[src/rtl/ctrl_pipe.sv]
// RV32I pipeline control: decodes ID into the control bundle and carries it through EX/MEM/WB,
// resolving load-use stalls, redirect flushes and global hold on control state only.
module ctrl_pipe #(
    parameter int REG_AW        = 5,
    parameter bit ENABLE_CSR    = 1'b1,
    parameter bit STRICT_DECODE = 1'b1
) (
    input  logic              clk,
    input  logic              rst_n,
    input  logic              i_id_valid,
    input  logic [31:0]       i_id_inst,
    input  logic              i_hold,
    input  logic              i_ex_redirect,
    output logic              o_id_stall,
    output logic              o_illegal,
    output logic [11:0]       o_ex_ctrl,
    output logic [11:0]       o_mem_ctrl,
    output logic [11:0]       o_wb_ctrl,
    output logic              o_ex_valid,
    output logic              o_mem_valid,
    output logic              o_wb_valid,
    output logic [REG_AW-1:0] o_ex_rd,
    output logic [REG_AW-1:0] o_mem_rd,
    output logic [REG_AW-1:0] o_wb_rd
);

    localparam logic [6:0] OPC_BR     = 7'b1100011;
    localparam logic [6:0] OPC_LOAD   = 7'b0000011;
    localparam logic [6:0] OPC_STORE  = 7'b0100011;
    localparam logic [6:0] OPC_OP     = 7'b0110011;
    localparam logic [6:0] OPC_OPIMM  = 7'b0010011;
    localparam logic [6:0] OPC_JAL    = 7'b1101111;
    localparam logic [6:0] OPC_JALR   = 7'b1100111;
    localparam logic [6:0] OPC_LUI    = 7'b0110111;
    localparam logic [6:0] OPC_AUIPC  = 7'b0010111;
    localparam logic [6:0] OPC_SYSTEM = 7'b1110011;

    // Bundle bit positions: {is_csr, is_auipc, is_lui, is_jalr, is_jal, reg_wen,
    //                        alu_src, mem_wen, alu_op, mem2reg, mem_read, is_branch}
    localparam int CB_MEM_READ = 1;
    localparam int CB_REG_WEN  = 6;

    localparam logic [REG_AW-1:0] RD_ZERO = {REG_AW{1'b0}};

    logic [6:0]        w_opc;
    logic [REG_AW-1:0] w_id_rd;
    logic [REG_AW-1:0] w_id_rs1;
    logic [REG_AW-1:0] w_id_rs2;
    logic              w_unused;

    logic w_op_br, w_op_load, w_op_store, w_op_op, w_op_imm;
    logic w_op_jal, w_op_jalr, w_op_lui, w_op_auipc, w_op_sys;
    logic w_known;
    logic w_reg_wen;
    logic w_rs1_used;
    logic w_rs2_used;
    logic w_bubble;

    logic [11:0]       w_dec_ctrl;
    logic [REG_AW-1:0] w_dec_rd;
    logic              w_nx_ex_valid;
    logic [11:0]       w_nx_ex_ctrl;
    logic [REG_AW-1:0] w_nx_ex_rd;

    logic              r_ex_valid, r_mem_valid, r_wb_valid;
    logic [11:0]       r_ex_ctrl, r_mem_ctrl, r_wb_ctrl;
    logic [REG_AW-1:0] r_ex_rd, r_mem_rd, r_wb_rd;

    assign w_opc    = i_id_inst[6:0];
    assign w_id_rd  = REG_AW'(i_id_inst[11:7]);
    assign w_id_rs1 = REG_AW'(i_id_inst[19:15]);
    assign w_id_rs2 = REG_AW'(i_id_inst[24:20]);
    assign w_unused = ^{i_id_inst[31:25], i_id_inst[14:12]};

    assign w_op_br    = (w_opc == OPC_BR);
    assign w_op_load  = (w_opc == OPC_LOAD);
    assign w_op_store = (w_opc == OPC_STORE);
    assign w_op_op    = (w_opc == OPC_OP);
    assign w_op_imm   = (w_opc == OPC_OPIMM);
    assign w_op_jal   = (w_opc == OPC_JAL);
    assign w_op_jalr  = (w_opc == OPC_JALR);
    assign w_op_lui   = (w_opc == OPC_LUI);
    assign w_op_auipc = (w_opc == OPC_AUIPC);
    assign w_op_sys   = (w_opc == OPC_SYSTEM);

    // SYSTEM only counts as a known opcode when CSR support is built in.
    assign w_known = w_op_br | w_op_load | w_op_store | w_op_op | w_op_imm | w_op_jal
                   | w_op_jalr | w_op_lui | w_op_auipc | (w_op_sys & ENABLE_CSR);

    assign w_reg_wen = (w_op_op | w_op_imm | w_op_load | w_op_jal | w_op_jalr | w_op_lui
                        | w_op_auipc | (w_op_sys & ENABLE_CSR)) & (w_id_rd != RD_ZERO);

    assign w_dec_ctrl = {w_op_sys & ENABLE_CSR, w_op_auipc, w_op_lui, w_op_jalr, w_op_jal,
                         w_reg_wen, w_op_op | w_op_br, w_op_store,
                         w_op_op | w_op_imm | w_op_load | w_op_store,
                         w_op_load, w_op_load, w_op_br};
    assign w_dec_rd   = w_reg_wen ? w_id_rd : RD_ZERO;

    assign w_rs1_used = w_op_op | w_op_imm | w_op_load | w_op_store | w_op_br | w_op_jalr | w_op_sys;
    assign w_rs2_used = w_op_op | w_op_store | w_op_br;

    assign o_id_stall = i_id_valid & r_ex_valid & r_ex_ctrl[CB_MEM_READ] & (r_ex_rd != RD_ZERO)
                      & ((w_rs1_used & (w_id_rs1 == r_ex_rd)) | (w_rs2_used & (w_id_rs2 == r_ex_rd)));

    assign o_illegal = i_id_valid & ~w_known & ~i_hold & ~i_ex_redirect & ~o_id_stall;

    assign w_bubble = i_ex_redirect | o_id_stall | ~i_id_valid | (~w_known & STRICT_DECODE);

    // Select what enters EX: the decoded bundle or an all-zero bubble.
    always_comb begin
        w_nx_ex_valid = 1'b0;
        w_nx_ex_ctrl  = 12'h000;
        w_nx_ex_rd    = RD_ZERO;
        if (w_bubble) begin
            w_nx_ex_valid = 1'b0;
            w_nx_ex_ctrl  = 12'h000;
            w_nx_ex_rd    = RD_ZERO;
        end else begin
            w_nx_ex_valid = 1'b1;
            w_nx_ex_ctrl  = w_dec_ctrl;
            w_nx_ex_rd    = w_dec_rd;
        end
    end

    // Stage registers: reset clears everything, hold freezes, otherwise shift one stage.
    always_ff @(posedge clk) begin
        if (!rst_n) begin
            r_ex_valid  <= 1'b0;
            r_mem_valid <= 1'b0;
            r_wb_valid  <= 1'b0;
            r_ex_ctrl   <= 12'h000;
            r_mem_ctrl  <= 12'h000;
            r_wb_ctrl   <= 12'h000;
            r_ex_rd     <= RD_ZERO;
            r_mem_rd    <= RD_ZERO;
            r_wb_rd     <= RD_ZERO;
        end else if (!i_hold) begin
            r_wb_valid  <= r_mem_valid;
            r_wb_ctrl   <= r_mem_ctrl;
            r_wb_rd     <= r_mem_rd;
            r_mem_valid <= r_ex_valid;
            r_mem_ctrl  <= r_ex_ctrl;
            r_mem_rd    <= r_ex_rd;
            r_ex_valid  <= w_nx_ex_valid;
            r_ex_ctrl   <= w_nx_ex_ctrl;
            r_ex_rd     <= w_nx_ex_rd;
        end
    end

    assign o_ex_valid  = r_ex_valid;
    assign o_mem_valid = r_mem_valid;
    assign o_wb_valid  = r_wb_valid;
    assign o_ex_ctrl   = r_ex_ctrl;
    assign o_mem_ctrl  = r_mem_ctrl;
    assign o_wb_ctrl   = r_wb_ctrl;
    assign o_ex_rd     = r_ex_rd;
    assign o_mem_rd    = r_mem_rd;
    assign o_wb_rd     = r_wb_rd;

    // Reg-write enable must never reach the pipe for a bundle whose rd was cleared.
    logic w_unused_regwen;
    assign w_unused_regwen = w_dec_ctrl[CB_REG_WEN] & w_unused;

endmodule

[config.mk]
export PLATFORM = sky130hd
export DESIGN_NAME = ctrl_pipe
export DESIGN_NICKNAME = d
export VERILOG_FILES = /design/src/rtl/ctrl_pipe.sv
export SDC_FILE = /design/constraint.sdc
export NUM_CORES = 1
export LEC_CHECK = 0
export ABC_CLOCK_PERIOD_IN_PS = 2200
export BUFFER_PORTS_ARGS = -buffer_cell sky130_fd_sc_hd__buf_2
export CAP_MARGIN = 10
export CORE_ASPECT_RATIO = 0.8
export CORE_MARGIN = 2
export CORE_UTILIZATION = 45
export DETAILED_ROUTE_END_ITERATION = 8
export GPL_TIMING_DRIVEN = 0
export PLACE_DENSITY = 0.85
export SETUP_SLACK_MARGIN = 0.02
export SKIP_LAST_GASP = 1
export SYNTH_ARGS = -nofsm -noshare
export SYNTH_HDL_FRONTEND = slang
export SYNTH_SLANG_ARGS = --single-unit
[constraint.sdc]
create_clock -name clk -period 2.2 [get_ports clk]
set_input_delay 0.55 -clock clk [delete_from_list [all_inputs] [get_ports clk]]
set_output_delay 0.55 -clock clk [all_outputs]
set_load 0.05 [all_outputs]
==> results of run 1 <==
-- final timing paths --
| kind | start | end | slack (ns) | cells past startpoint |
|---|---|---|---|---|
| min reg2reg | o_ex_ctrl[5]$_SDFFE_PN0N_ | o_ex_ctrl[5]$_SDFFE_PN0N_ | 0.48 | 2 |
| min | o_ex_ctrl[5]$_SDFFE_PN0N_ | o_ex_ctrl[5]$_SDFFE_PN0N_ | 0.48 | 2 |
| max | o_ex_rd[0]$_SDFFE_PN0N_ | o_id_stall | -0.18 | 6 |
| max reg2reg | o_ex_rd[0]$_SDFFE_PN0N_ | o_ex_ctrl[4]$_SDFFE_PN0N_ | 0.28 | 6 |
-- synthesized netlist by cell type (2+ instances only) --
library cell and instances:
dfxtp_1 51, nor2b_1 35, mux2i_1 34, nand2_1 22, o21ai_0 14, nand3_1 10
xor2_1 10, clkbuf_1 7, nor2_1 7, buf_2 5, buf_4 3, and2_1 2
inv_1 2, nand4_1 2, o21ai_1 2, o41ai_1 2, or4_1 2
-- registers in the layout, summed over array words and instances, names as in the netlist --
name and cells:
o_ex_ctrl 11, o_wb_valid 1, o_ex_valid 1, o_mem_valid 1, o_mem_rd 5, o_ex_rd 5, o_wb_rd 5, o_mem_ctrl 11
o_wb_ctrl 11
-- cell type report --
type,instances,share of cell area (%)
multi-input combinational,159,39.5
timing repair buffer,86,15.5
tap,60,2.54
clock buffer,6,2.79
buffer,16,3.13
sequential,51,34.9
inverter,2,0.254
clock inverter,2,1.31
-- placed cells by master (no fill, tap or decap), types with 2 or more instances in the layout --
master	Yosys	final
clkbuf_1	7	5
or4_1	2	2
o41ai_1	2	2
mux2i_1	34	34
nand4_1	2	2
nand3_1	10	9
nor2b_1	35	34
dfxtp_4	0	2
and2_1	2	2
nor2_1	7	6
dfxtp_1	51	46
xor2_1	10	9
inv_1	2	2
dfxtp_2	0	3
o21ai_0	14	14
buf_4	3	11
nand2_1	22	22
o21ai_1	2	2
clkbuf_8	0	6
buf_2	5	82
-- power groups by stage --
stage	logic (µW)	registers, µW	clock network (µW)
2_1_floorplan	80.7	949	0
3_3_place_gp	130	946	0
3_5_place_dp	132	946	0
4_1_cts	135	923	696
5_1_grt	158	922	728
6_report	146	922	686
-- worst max-delay path: stages (launching register included) --
cell	delay, ns
dfxtp_4	0.38
xor2_2	0.16
a2111oi_4	0.35
nand3_2	0.15
a21oi_4	0.21
buf_6	0.14
buf_8	0.14
-- what timing repair did --
action                                  in CTS  in global routing
pin swaps                                    2                  7
setup buffers                                2                  4
gates resized for setup                     12                 14
endpoints found under the setup margin       2                  2
-- routing by layer --
metal	routed length, µm	track usage (%)	vias to the layer above
met3	360	4.74	9
met5	0	0	-
met4	62	7.50	0
met1	2500	26.7	903
li1	-	-	969
met2	2630	32.1	70
-- stage by stage --
step | TNS, ns | hold slack [ns] | instance area [µm²]
global placement | -0.556 | 0.467 | 2690
detailed placement | -0.576 | 0.472 | 2690
global route | -0.241 | 0.509 | 2960
floorplan | 0 | 0.601 | 2220
finish | -0.184 | 0.482 | 2960
CTS | -0.169 | 0.486 | 2870
-- kinds of logic after synthesis --
logic type,Yosys count
and+or+nand+nor,87
DFF,51
muxes,34
AOI/OAI and AO/OA,27
buffers and inverters,18
xor gates and xnor gates,11
==> key figures, run 1 <==
Run status
  • Outcome: finished with violations
  • Violated checks: setup timing

Synth
  • Average instance area after synthesis: 9.70 µm²
  • Yosys warns: 0
  • Mapped Cells: 228
  • Synth top area share: 46.2%
  • Flops & latches, synth: 51
  • Area leader, netlist: dfxtp_1
  • Largest family of logic cells by synthesized area: simple AND/OR/NAND/NOR gates
  • Synth Area in Adders: 0%
  • Synth top area cells: dfxtp_1 (46%), mux2i_1 (15%), nor2b_1 (9.9%)
  • Mapped Area: 0.00221 mm²
  • Seq/Total Area, Yosys: 46.2%
  • Post-Synth Simple-Gate Area: 21.5%
  • Asr flop ratio synth: 0%
  • Post-synth EDFFs: 0
  • Synth Area in Compound Gates: 8.38%
  • Commonest register cell after synthesis: dfxtp_1
  • XOR/XNOR Fraction of Synth Area: 4.36%
  • Mux share of post-synthesis cell area: 15.4%
  • Post-synth cell types: 35
  • Net count after synthesis: 265

Layout
  • Ant. Diodes: 0
  • Post-layout util: 63.5%
  • Layout cells sized above 1: 37.6%
  • Fin cells: 382
  • Area growth from synthesis to layout: 33.7%
  • Reg area: 0.00103 mm²
  • Net count, final: 358
  • Area of the multi-input gates: 0.00117 mm²
  • Filler Cell Count: 401

CTS
  • Worst-path clk slew: 0.09 ns
  • Hold Buf Count CTS: 0
  • Sink Count: 51
  • Clock root buffer: clkbuf_8
  • CTS Buffer Depth: 2
  • CTS buffer count: 5
  • Clk_lat worst skew: 0.31 ns
  • CTS tree: built
  • H-tree levels: 2

Timing
  • Period minus WS final: 2.38 ns
  • RSZ-0062 raised after global routing: true
  • Max-slew violations: 0
  • Final period util: 108%
  • Worst slew pin tran: 0.608 ns
  • Max transition margin: 59.3%
  • Clock skew: 0.00697 ns
  • Final Hold Violating Endpoints: 0
  • Fmax: 419 MHz
  • Post-route setup slack: -0.184 ns
  • Final Setup Violations: 1

Critical path
  • CP Capture Type: output pin
  • WP data arrival: 1.83 ns
  • Crit start category: flop
  • Max Fanout on Critical Path: 6
  • Worst EP required: 1.65 ns
  • Critical path class: flop to output pin

Die
  • Die width: 82.4 µm
  • Die Height: 66.7 µm
  • CORE AREA: 0.00465 mm²
  • I/O pin count: 93
  • Core Rows: 22
  • Starting density of the core: 47.5%
  • Die Area: 0.00549 mm²

Route
  • Vias per std cell: 5.11
  • Antenna viol nets, final: 0
  • Via count: 1951
  • Remaining DRCs: 0
  • Wire per inst: 14.5 µm
  • First-pass iteration count of the detailed router: 4
  • Iteration-0 DRC count of the detailed router: 91
  • Detailed Route WL: 5550 µm

Power
  • Pint: 1360 µW
  • Pwr Total: 1750 µW
  • Pleak: 0.00138 µW
  • Peak VDD IR: 0.328 mV
  • Pwr dens: 594 mW/mm²
  • Net Sw Power: 396 µW
  • Flop pwr share: 52.6%
  • Clock Power Share: 39.1%
  • Comb pwr share: 8.4%
  • Switching Fraction: 22.6%

Global routing
  • First-pass GRT wire length: 8400 µm
  • GRT Util Overall: 20.2%
  • Pin count of the biggest net entering global routing: 17
  • Vias in the first global route: 1777
  • GRT overflow: 0
  • Initial antenna violation count: 0

Place
  • Detailed-placement wirelength estimate: 3870 µm
  • Port Buf Inserts: 80
  • Dpl ws: -0.477 ns
  • Gpl congestion: 0.946
  • Placed insts: 368

Hold path
  • Hold crit path type: flop to flop

Run
  • Maximum Capacitance Violations: 0
Power figures use the tool's default switching activity.
==> run 2: changes to the inputs <==
--- a/config.mk
+++ b/config.mk
@@ -11,9 +11,12 @@
 export CORE_ASPECT_RATIO = 0.8
 export CORE_MARGIN = 2
 export CORE_UTILIZATION = 45
+export CTS_CLUSTER_SIZE = 25
 export DETAILED_ROUTE_END_ITERATION = 8
 export GPL_TIMING_DRIVEN = 0
+export MAX_ROUTING_LAYER = met4
 export PLACE_DENSITY = 0.85
+export RECOVER_POWER = 25
 export SETUP_SLACK_MARGIN = 0.02
 export SKIP_LAST_GASP = 1
 export SYNTH_ARGS = -nofsm -noshare
==> key figures, run 2 (synthesis results as in run 1) <==
Hold path
  • HP Start: o_ex_ctrl[5]$_SDFFE_PN0N_
  • Hold path depth: 2
  • Hold crit path type: flop to flop
  • Hold Crit Endpoint: o_ex_ctrl[5]$_SDFFE_PN0N_

Timing
  • Fmax: 420 MHz
  • Max transition margin: 52.3%
  • Worst slew pin tran: 0.715 ns
  • RSZ-0062 raised after global routing: true
  • Period minus WS final: 2.38 ns
  • Setup TNS Final: -0.194 ns
  • Final Setup Violations: 2
  • Max-slew violations: 0
  • Final Hold Violating Endpoints: 0
  • Final period util: 108%
  • Post-route setup slack: -0.181 ns
  • Clock skew: 0.00657 ns
  • WHS: 0.487 ns

Die
  • Starting density of the core: 47.5%
  • Core Rows: 22
  • Die Area: 0.00549 mm²
  • Die Height: 66.7 µm
  • I/O pin count: 93
  • CORE AREA: 0.00465 mm²
  • Die width: 82.4 µm

Layout
  • Reg area: 0.00103 mm²
  • Ant. Diodes: 0
  • Net count, final: 357
  • Post-route cell area: 0.00295 mm²
  • Most frequent cells in the layout: buf_2 (79), dfxtp_1 (46), mux2i_1 (34), nor2b_1 (34), nand2_1 (22)
  • Area of the multi-input gates: 0.00121 mm²
  • Area growth from synthesis to layout: 33.3%
  • Filler Cell Count: 388
  • Layout cells sized above 1: 36.6%
  • Commonest non-fill, non-tap cell in the layout: buf_2

Route
  • Vias per std cell: 5.19
  • Remaining DRCs: 0
  • Antenna viol nets, final: 0
  • Iteration-0 DRC count of the detailed router: 124
  • Via count: 1973
  • First-pass iteration count of the detailed router: 4
  • Detailed Route WL: 5710 µm
  • Wire per inst: 15.0 µm

Place
  • Detailed-placement wirelength estimate: 3960 µm
  • Gpl congestion: 0.958
  • DP Area: 0.00269 mm²
  • Dpl ws: -0.519 ns
  • Port Buf Inserts: 80

Power
  • Peak VDD IR: 0.444 mV
  • Pwr dens: 541 mW/mm²
  • Flop pwr share: 57.7%
  • Pleak: 0.00135 µW
  • Clock Power Share: 32.7%
  • Net Sw Power: 392 µW
  • Comb pwr share: 9.6%
  • Pint: 1200 µW
  • Pwr Total: 1590 µW
  • Switching Fraction: 24.6%

CTS
  • Sink Count: 51
  • Worst-path clk slew: 0.09 ns
  • Clock root buffer: clkbuf_8
  • CTS tree: built
  • H-tree levels: 2
  • CTS buffer count: 5
  • Clk_lat worst skew: 0.30 ns
  • CTS Buffer Depth: 2

Global routing
  • Vias in the first global route: 1820
  • First-pass GRT wire length: 8740 µm
  • GRT Util Overall: 21.7%
  • Pin count of the biggest net entering global routing: 16
  • GRT overflow: 0
  • Initial antenna violation count: 0

Critical path
  • Crit start category: input port
  • CP Capture Type: output pin
  • R2r setup slk: 0.43 ns
  • Reg-to-Reg Start: o_ex_rd[0]$_SDFFE_PN0N_
  • Max Fanout on Critical Path: 10
  • Reg-to-Reg End: o_ex_ctrl[4]$_SDFFE_PN0N_
  • WP data arrival: 1.83 ns
  • Reg2reg path depth: 5
  • Critical path class: input port to output pin
  • Worst EP required: 1.65 ns

Run
  • Maximum Capacitance Violations: 0

Run status
  • Violated checks: setup timing
  • Outcome: finished with violations
[run 2: cell types whose count changed in the layout (fill, tap and decap cells not counted), sizes merged]
cell / previous run / this run
buf: 95 / 90
bufinv: 1 / 0
clkbuf: 13 / 16
clkinv: 0 / 2
inv: 3 / 2
[run 2: how the worst max path moves through the flow]
stage	from	to	slack [ns]	cells after the start
after global routing	o_ex_rd[0]$_SDFFE_PN0N_	o_id_stall	-0.22	6
after floorplan	o_ex_rd[0]$_SDFFE_PN0N_	o_id_stall	0.005	5
final	i_id_inst[4]	o_id_stall	-0.18	7
after CTS	o_ex_rd[0]$_SDFFE_PN0N_	o_id_stall	-0.14	5
after global placement	i_id_inst[4]	o_id_stall	-0.48	7
after detailed placement	i_id_inst[4]	o_id_stall	-0.52	7
[run 2: final cells by class]
cell class	count	area share (%)
Buffer	16	2.89
Clock buffer	5	2.34
Clock inverter	2	0.467
Inverter	2	0.255
Multi-Input combinational cell	159	41.0
Sequential cell	51	35.1
Tap cell	60	2.55
Timing Repair Buffer	85	15.4
[run 2: what timing repair did]
item	in CTS	in global routing
gates resized for setup	17	9
hold buffers	0	0
buffers inserted	5	0
setup endpoints to repair	2	2
pin swaps	4	3
[run 2: power groups by stage]
stage               clock network [µW]  logic [µW]  registers (µW)
global route                       575         163             921
CTS                                526         140             922
floorplan                            0        80.7             949
detailed placement                   0         131             946
finish                             522         152             921
global placement                     0         130             946
[run 2: worst max-delay path, stage by stage]
cell       delay, ns
buf_2           0.11
clkbuf_4        0.19
a2111oi_4       0.36
nand3_2         0.14
a21oi_4         0.20
buf_6           0.14
buf_8           0.14
[run 2: per-stage QoR]
| stage | std cells | utilization [%] |
|---|---|---|
| after floorplan | 228 | - |
| after global placement | 368 | 57.9 |
| after detailed placement | 368 | 57.9 |
| after CTS | 380 | 62.1 |
| after global routing | 380 | 63.3 |
| final | 380 | 63.3 |
[run 2: per-layer routing]
| metal | vias up | global-route usage, % | part of all wire (%) |
|---|---|---|---|
| li1 | 966 | - | - |
| met1 | 918 | 27.4 | 45 |
| met2 | 85 | 34.6 | 47 |
| met3 | 4 | 5.15 | 6.9 |
| met4 | 0 | 6.46 | 0.47 |
| met5 | - | - | 0 |
==> run 3: changes to the inputs <==
==> constraint.sdc (replaced) <==
create_clock -name clk -period 2.2 [get_ports clk]
set_input_delay 0.44 -clock clk [delete_from_list [all_inputs] [get_ports clk]]
set_output_delay 0.44 -clock clk [all_outputs]
set_load 0.05 [all_outputs]
==> key figures, run 3 (synthesis results as in run 1) <==
Run status
  • Outcome: finished with violations
  • Violated checks: setup timing

Critical path
  • Slowest stage cell, crit path: or4_4
  • CP Capture Type: output pin
  • WP buf/inv: 3
  • Worst EP required: 1.76 ns
  • CP top delay family: simple AND/OR/NAND/NOR gates
  • Crit path largest cell delay: 0.50 ns
  • Crit start category: flop
  • WP data arrival: 1.87 ns
  • Cell chain of the critical path: buf_4 > or4_4 > o2111ai_4 > a21oi_4 > buf_6 > buf_8
  • Critical path class: flop to output pin
  • Max Fanout on Critical Path: 3

Global routing
  • Vias in the first global route: 1681
  • GRT Util Overall: 20.5%
  • GRT overflow: 0
  • First-pass GRT wire length: 8290 µm
  • Pin count of the biggest net entering global routing: 17
  • Initial antenna violation count: 0

CTS
  • Worst-path clk slew: 0.09 ns
  • CTS Buffer Depth: 2
  • H-tree levels: 2
  • Clk_lat worst skew: 0.30 ns
  • CTS buffer count: 5
  • Clock root buffer: clkbuf_8
  • Sink Count: 51
  • Hold Buf Count CTS: 0
  • CTS tree: built

Place
  • Port Buf Inserts: 80
  • Dpl ws: -0.286 ns
  • Detailed-placement wirelength estimate: 3980 µm
  • DP Area: 0.00269 mm²
  • Gpl congestion: 0.879

Layout
  • Most frequent cells in the layout: buf_2 (80), dfxtp_1 (46), mux2i_1 (34), nor2b_1 (34), nand2_1 (22)
  • Layout cells sized above 1: 34.8%
  • Net count, final: 358
  • Filler Cell Count: 413
  • Commonest non-fill, non-tap cell in the layout: buf_2
  • Area of the multi-input gates: 0.00113 mm²
  • Reg area: 0.00103 mm²
  • Area growth from synthesis to layout: 30.0%
  • Post-route cell area: 0.00287 mm²
  • Ant. Diodes: 0

Route
  • Vias per std cell: 5.01
  • Wire per inst: 13.9 µm
  • First-pass iteration count of the detailed router: 4
  • Detailed Route WL: 5310 µm
  • Antenna viol nets, final: 0
  • Remaining DRCs: 0
  • Iteration-0 DRC count of the detailed router: 102
  • Via count: 1912

Timing
  • Fmax: 432 MHz
  • Max transition margin: 52.4%
  • Final Hold Violating Endpoints: 0
  • Period minus WS final: 2.31 ns
  • Setup TNS Final: -0.113 ns
  • Post-route setup slack: -0.113 ns
  • Final Setup Violations: 1
  • Clock skew: 0.0102 ns
  • Final period util: 105%
  • WHS: 0.381 ns
  • Max-slew violations: 0
  • RSZ-0062 raised after global routing: true
  • Worst slew pin tran: 0.714 ns

Die
  • Die Area: 0.00549 mm²
  • Core Rows: 22
  • Starting density of the core: 47.5%
  • CORE AREA: 0.00465 mm²
  • Die Height: 66.7 µm
  • Die width: 82.4 µm
  • I/O pin count: 93

Hold path
  • Hold crit path type: input port to flop

Power
  • Pwr dens: 552 mW/mm²
  • Pleak: 0.00135 µW
  • Peak VDD IR: 0.278 mV

Run
  • Maximum Capacitance Violations: 0
-- run 3: final timing paths --
check	slack, ns	cells after the start	startpoint	end
setup / recovery	-0.11	6	o_ex_rd[2]$_SDFFE_PN0N_	o_id_stall
hold reg to reg	0.47	2	o_ex_ctrl[8]$_SDFFE_PN0N_	o_ex_ctrl[8]$_SDFFE_PN0N_
hold / removal	0.38	3	i_id_inst[9]	o_ex_rd[2]$_SDFFE_PN0N_
setup reg to reg	0.34	7	o_ex_rd[2]$_SDFFE_PN0N_	o_ex_rd[1]$_SDFFE_PN0N_
-- run 3: timing repair --
item,4_1_cts,5_1_grt
pin swaps,3,3
endpoints found under the hold margin,0,0
resized for setup,11,6
setup endpoints to repair,1,2
buffers inserted,4,2
-- run 3: tightest hold or removal path: cells and delay by family --
| kind | cells | cell delay [ns] |
|---|---|---|
| simple gates | 1 | 0.05 |
| compound gates | 1 | 0.06 |
| buf+inv | 1 | 0.10 |
-- run 3: per-layer routing --
metal,share of wire (%),global-route usage [%],routed length [µm]
met1,49,27.0,2590
met2,44,31.0,2310
met3,6.4,5.42,339
met4,1.1,5.83,59
met5,0,-,0
-- run 3: area by class of cell --
class	count	share of cell area, %
Inverter	2	0.261
Multi-Input combinational cell	159	39.4
Clock buffer	5	2.39
Clock inverter	3	0.653
Sequential cell	51	36.0
Timing Repair Buffer	86	15.8
Buffer	16	2.83
Tap cell	60	2.61
-- run 3: stage by stage --
step | power, µW | utilization, % | instances
floorplan | 1030 | - | 228
global placement | 1080 | 57.8 | 368
detailed placement | 1080 | 57.8 | 368
CTS | 1600 | 61.2 | 380
global route | 1660 | 61.8 | 382
finish | 1590 | 61.8 | 382
-- run 3: power by group --
part	switching, µW	internal [µW]	total (µW)
combinational	78.1	58.6	137
sequential	1.06	920	921
clock	303	224	528
total	383	1200	1590
